## config.mk

```make
export PLATFORM = sky130hd
export DESIGN_NAME = mem_bus_ctrl
export DESIGN_NICKNAME = d
export VERILOG_FILES = /design/src/rtl/mem_bus_ctrl.sv
export SDC_FILE = /design/constraint.sdc
export NUM_CORES = 1
export LEC_CHECK = 0
export ABC_AREA = 1
export ABC_CLOCK_PERIOD_IN_PS = 2900
export BUFFER_PORTS_ARGS = -buffer_cell sky130_fd_sc_hd__buf_2
export CAP_MARGIN = 15
export CORE_MARGIN = 4
export CORE_UTILIZATION = 49
export CTS_CLUSTER_SIZE = 14
export DETAILED_ROUTE_END_ITERATION = 8
export PLACE_DENSITY = 0.83
export RECOVER_POWER = 100
export SLEW_MARGIN = 10
export SYNTH_ARGS = -nofsm -noshare
export SYNTH_HDL_FRONTEND = slang
export SYNTH_SLANG_ARGS = --single-unit
export TNS_END_PERCENT = 30
```

## constraint.sdc

```tcl
create_clock -name clk -period 2.9 [get_ports clk]
set_clock_uncertainty 0.15 [all_clocks]
set_input_delay 0.725 -clock clk [delete_from_list [all_inputs] [get_ports clk]]
set_output_delay 0.725 -clock clk [all_outputs]
set_load 0.02 [all_outputs]
```

## src/rtl/mem_bus_ctrl.sv

```systemverilog
// mem_bus_ctrl: turns the cpu's two-phase 8-bit pin bus into ROM/RAM requests.
// Address phase, then data phase, then an ACCESS state that waits for mem_ack,
// then a one-cycle cpu_ready pulse.
// Ports:
//   clk, reset                 clock, synchronous active-high reset
//   cpu_req, cpu_addr_data     phase strobe and phase select (0 addr, 1 data)
//   cpu_rom_ram, cpu_we        space (0 ROM, 1 RAM) and write flag
//   cpu_data_out, cpu_data_in  cpu bus in / read-data register out
//   cpu_ready                  one-cycle completion pulse
//   mem_addr, mem_wdata        latched address and write data
//   mem_rdata, mem_ack         memory read data and completion
//   mem_sel_rom, mem_sel_ram   space selects, high for all of ACCESS
//   mem_we                     RAM write enable
//   bus_err                    sticky timeout flag
// Optional: define BUS_TIMEOUT_EN to abort ACCESS after TIMEOUT_CYCLES
// cycles without ack; otherwise ACCESS waits forever and bus_err stays 0.
module mem_bus_ctrl #(
    parameter int         TIMEOUT_CYCLES = 15,
    parameter logic [7:0] ERR_DATA       = 8'hFF
) (
    input  logic       clk,
    input  logic       reset,
    input  logic       cpu_req,
    input  logic       cpu_addr_data,
    input  logic       cpu_rom_ram,
    input  logic       cpu_we,
    input  logic [7:0] cpu_data_out,
    output logic [7:0] cpu_data_in,
    output logic       cpu_ready,
    output logic [7:0] mem_addr,
    output logic [7:0] mem_wdata,
    input  logic [7:0] mem_rdata,
    output logic       mem_sel_rom,
    output logic       mem_sel_ram,
    output logic       mem_we,
    input  logic       mem_ack,
    output logic       bus_err
);

    typedef enum logic [1:0] {
        IDLE   = 2'd0,
        ADDR   = 2'd1,
        ACCESS = 2'd2,
        RESP   = 2'd3
    } state_t;

    state_t state, state_next;

    logic space;
    logic we;
    logic addr_phase;
    logic data_phase;
    logic timeout;

    assign addr_phase = cpu_req && !cpu_addr_data;
    assign data_phase = cpu_req && cpu_addr_data;

`ifdef BUS_TIMEOUT_EN
    logic [7:0] wait_cnt;

    // Abort on the edge where the count of ack-less ACCESS cycles
    // reaches TIMEOUT_CYCLES.
    assign timeout = (wait_cnt >= 8'(TIMEOUT_CYCLES - 1));

    always_ff @(posedge clk) begin
        if (reset) begin
            wait_cnt <= 8'h00;
            bus_err  <= 1'b0;
        end else begin
            if (state == ADDR && data_phase) begin
                wait_cnt <= 8'h00;
            end else if (state == ACCESS && !mem_ack) begin
                if (timeout) begin
                    bus_err <= 1'b1;
                end else if (wait_cnt != 8'hFF) begin
                    wait_cnt <= wait_cnt + 8'd1;
                end
            end
        end
    end
`else
    logic unused_cfg;

    assign unused_cfg = ^{TIMEOUT_CYCLES, ERR_DATA};
    assign timeout    = 1'b0;
    assign bus_err    = 1'b0;
`endif

    always_ff @(posedge clk) begin
        if (reset) begin
            state       <= IDLE;
            space       <= 1'b0;
            we          <= 1'b0;
            mem_addr    <= 8'h00;
            mem_wdata   <= 8'h00;
            cpu_data_in <= 8'h00;
        end else begin
            state <= state_next;
            if ((state == IDLE || state == ADDR) && addr_phase) begin
                mem_addr <= cpu_data_out;
                space    <= cpu_rom_ram;
            end
            if (state == ADDR && data_phase) begin
                we        <= cpu_we;
                mem_wdata <= cpu_data_out;
            end
            if (state == ACCESS && !we) begin
                if (mem_ack) begin
                    cpu_data_in <= mem_rdata;
                end else if (timeout) begin
`ifdef BUS_TIMEOUT_EN
                    cpu_data_in <= ERR_DATA;
`endif
                end
            end
        end
    end

    always_comb begin
        state_next  = state;
        mem_sel_rom = 1'b0;
        mem_sel_ram = 1'b0;
        mem_we      = 1'b0;
        cpu_ready   = 1'b0;
        unique case (state)
            IDLE: begin
                if (addr_phase) state_next = ADDR;
            end
            ADDR: begin
                // ROM writes are dropped without touching memory.
                if (data_phase) begin
                    if (!space && cpu_we) state_next = RESP;
                    else                  state_next = ACCESS;
                end
            end
            ACCESS: begin
                mem_sel_rom = !space;
                mem_sel_ram = space;
                mem_we      = space & we;
                if (mem_ack || timeout) state_next = RESP;
            end
            RESP: begin
                cpu_ready  = 1'b1;
                state_next = IDLE;
            end
            default: state_next = IDLE;
        endcase
    end

endmodule
```

; Word level (Yosys, flattened, before mapping)
; Cells that the tools add are included.
[op_classes]
mux = 9
n_reduce_logical = 13
eq_ne = 6
bitwise_logic = 1
[ops]
columns = op, n
row1 = one-hot mux 2 bit (4 select lines), 1
row2 = logical AND 1 bit, 6
row3 = two-way mux 2 bit, 3
row4 = inequality test 2 bit (second input constant), 3
row5 = two-way mux 1 bit, 5
row6 = == test 2 bit (second input constant), 2
row7 = zero test 1 bit, 3
row8 = AND reduction 3 bit, 1
row9 = == test 2 x 1 -> 1 bit (second input constant), 1
row10 = zero test 2 bit, 1
row11 = AND reduction 2 bit, 1
row12 = AND 1 bit, 1
row13 = logical OR 1 bit, 1
[totals]
wordCells = 35
output_inout_bits = 29
reg_bits = 28
inputBits = 23

; Longest topological paths before layout
[logic_depth]
ltp_word = 5
depth_mapped = 8
depth_no_buf = 8

; Worst setup path after synthesis
; OpenSTA, ideal clock, no wires.
[synth_timing]
path_kind = register to output
start = register state[0]
end = output mem_we
arrival_time_ns = 1.085
n_path_buf = 0
required_ns = 2.025
path_stages_with_launch = 5
slack_ns = 0.940
path_cell_list = dfxtp_1 inv_1 ha_1 inv_1 nor3_1
[synth_between]
elab_chain_cells = 2
[synth_lines]
columns = element, line_no
row1 = start: declaration, 47  ; state_t state, state_next;
row2 = start signal: assignment, 98  ; state <= state_next;
row3 = == test 2 bit, 125  ; unique case (state)
row4 = two-way mux 1 bit, 125
row5 = end: declaration, 35  ; output logic mem_we,
; No other way between the ends.

; Worst setup path in the final report
; Same ends and word-level chain as after synthesis.

==> flow_metrics.py <==
metrics = {
    "outcome": {
        "status": "complete, no violations",
    },
    "synthesis": {
        "synth_nets": 179,
        "synth.ff_latch_count": 28,
        "netlist-cell-type-count": 20,
        "syn_area_sq_mm": 0.001172,
        "ys_seq_area_share_pct": 47.81,
        "avgSynthCellArea_sq_um": 7.764,
        "synth_cells": 151,
        "ys_warn_count": 0,
    },
    "global_route": {
        "grt_use_total_pct": 16.54,
        "grt_overflow": 0,
        "antenna_found_initial": 0,
        "grt_max_degree": 27,
        "first_global_vias": 1000,
        "grt_pass1_wl_um": 4319,
    },
    "layout": {
        "layout.cells.most_common_list": "nor2_1 (35), dfxtp_1 (28), clkbuf_1 (28)",
        "final_area_sq_mm": 0.001401,
        "syn_to_final_growth_pct": 19.53,
        "final_common_cell": "nor2_1",
        "final_layout_size_suffix_gt1_share_pct": 15.00,
        "nets": 229,
        "diodes": 0,
        "stdcell_count": 228,
    },
    "floorplanning": {
        "die_w_um": 56.92,
        "die_h_um": 56.92,
        "fp.coreArea_sq_mm": 0.002255,
        "start_util_pct": 52.00,
        "dieArea_sq_mm": 0.003239,
        "rows": 17,
        "pin_count": 52,
    },
    "clock_network": {
        "post_cts_resized": 0,
        "cts_tree": "done",
        "cts-root-buf": "clkbuf_4",
        "worstSkewPairLatency_ns": 0.31,
        "cts.htree.levels": 1,
        "cts_buffers": 3,
        "holdBufCountCts": 0,
        "cts_setup_buffers": 0,
        "clk_pin_slew_ns": 0.14,
        "clockBufferDepth": 2,
        "cts_sinks": 28,
    },
    "drt": {
        "drtPass1Iterations": 4,
        "drt_iter0_drc": 28,
        "routed_wl_um": 2744,
        "wl_per_cell_um": 12.04,
        "ant_nets": 0,
        "viasPerCell": 4.842,
        "route.vias.total": 1104,
        "drc_errors": 0,
    },
    "timing": {
        "timing.slew.headroom_pct": 62.61,
        "fmax_mhz": 433.5,
        "period_share_pct": 79.54,
        "hold_violations": 0,
        "rsz0062_at_grt": "false",
        "min_period_ns": 2.307,
        "final-max-slew-violation-count": 0,
        "max_slew.worst_pin.slew_ns": 0.5592,
        "fin_tns_setup_ns": 0,
        "finalSetupViolCount": 0,
    },
    "pwr": {
        "p_leak_nw": 0.5993,
        "p_per_area_mw_per_mm2": 731.8,
        "ir_worst_vdd_uv": 373.7,
    },
    "worst_setup_path": {
        "cp-start-kind": "register",
        "critical_path_class": "register to output port",
        "timing.critical_path.to_type": "output port",
        "r2r_start": "state[0]",
        "reg2reg_depth": 8,
        "reg2reg_to": "mem_addr[6]",
        "critical_path_peak_fanout": 5,
        "cp.arrival_ns": 1.43,
        "r2r_slack_ns": 0.91,
        "endpoint": "mem_we",
        "cp-startpoint": "state[0]",
        "crit_required_ns": 2.03,
    },
    "job": {
        "drv_cap": 0,
    },
    "placement": {
        "place_area_sq_mm": 0.001418,
        "gp_congestion": 0.7742,
        "detailed_place_hpwl_um": 2087,
        "port_buffers": 50,
        "place_inst": 224,
    },
    "hold_path": {
        "hold_class": "register to register",
    },
}
## registers in the layout, indices dropped and copies added (netlist names)
register / flops
mem_wdata: 8
cpu_data_in: 8
mem_addr: 8
state: 2
we: 1
space: 1
## worst min-delay path by stage
stage	startpoint	cells past startpoint	slack, ns	to
4_1_cts	mem_wdata[3]	2	0.30	mem_wdata[3]
5_1_grt	mem_wdata[2]	2	0.33	mem_wdata[2]
2_1_floorplan	we	2	0.32	we
3_3_place_gp	mem_wdata[3]	2	0.28	mem_wdata[3]
3_5_place_dp	mem_wdata[3]	2	0.28	mem_wdata[3]
6_report	mem_wdata[3]	2	0.30	mem_wdata[3]
## logic make-up after synthesis
logic type	Yosys count	synth area share (%)
simple gates	54	19.85
fa+ha+maj	5	5.336
buf+inv	25	9.819
flops	28	47.81
compound gates	38	16.86
other cells	1	0.3199
## cell usage after synthesis
cell type  instances  area, sq um
nor3_1             1        5.000
nand3_2            3        30.03
dfxtp_1           28        560.5
inv_2              3        11.26
conb_1             1        3.750
nand4_1            1        6.260
o21ai_0           16        80.08
inv_1             17        63.81
ha_1               5        62.56
o21ai_1            8        40.04
nor2_2             1        6.260
o21ai_2            2        17.52
nand3b_1           1        7.510
buf_6              2        22.52
nor2_1            34        127.6
a21oi_1           12        60.06
buf_2              2        10.01
nand2_1           12        45.04
buf_4              1        7.510
nand3_1            1        5.000
## worst max-delay path, cell delays in order (launching register included)
cell	delay, ns
dfxtp_1	0.38
inv_1	0.13
ha_1	0.16
inv_1	0.06
nor3_1	0.13
clkbuf_1	0.26
## per-layer routing
layer | wire [um] | vias to the layer above | global-route usage (%)
met3 | 209 | 4 | 3.908
met1 | 1136 | 494 | 19.58
met5 | 0 | - | 0
met2 | 1365 | 33 | 28.87
met4 | 32 | 0 | 5.960
li1 | - | 573 | -
## final cells by class
class                      instances  area (sq um)
fill                             241         853.3
sequential                        28         560.5
multi-input combinational         98         479.2
timing repair buffer              50         215.2
inverter                          20         75.07
clock buffer                       4         36.28
tap                               28         35.03
## power by group
part	leakage, nW	internal [mW]	switching [mW]	total (mW)
combinational	0.350	0.110	0.239	0.349
sequential	0.228	0.450	0.0414	0.492
clock	0.0210	0.0767	0.108	0.185
total	0.599	0.637	0.388	1.03
## per-stage QoR
stage               setup slack (ns)  hold slack (ns)  power, mW  util, %
floorplan                     0.9400           0.3163     0.7629        -
global placement               1.091           0.2810     0.8526    62.87
detailed placement             1.015           0.2833     0.8726    62.87
CTS                           0.6405           0.3033      1.057    64.48
global route                  0.4230           0.3334      1.102    62.15
finish                        0.5932           0.3048      1.026    62.15
Power figures use the tool's default switching activity.
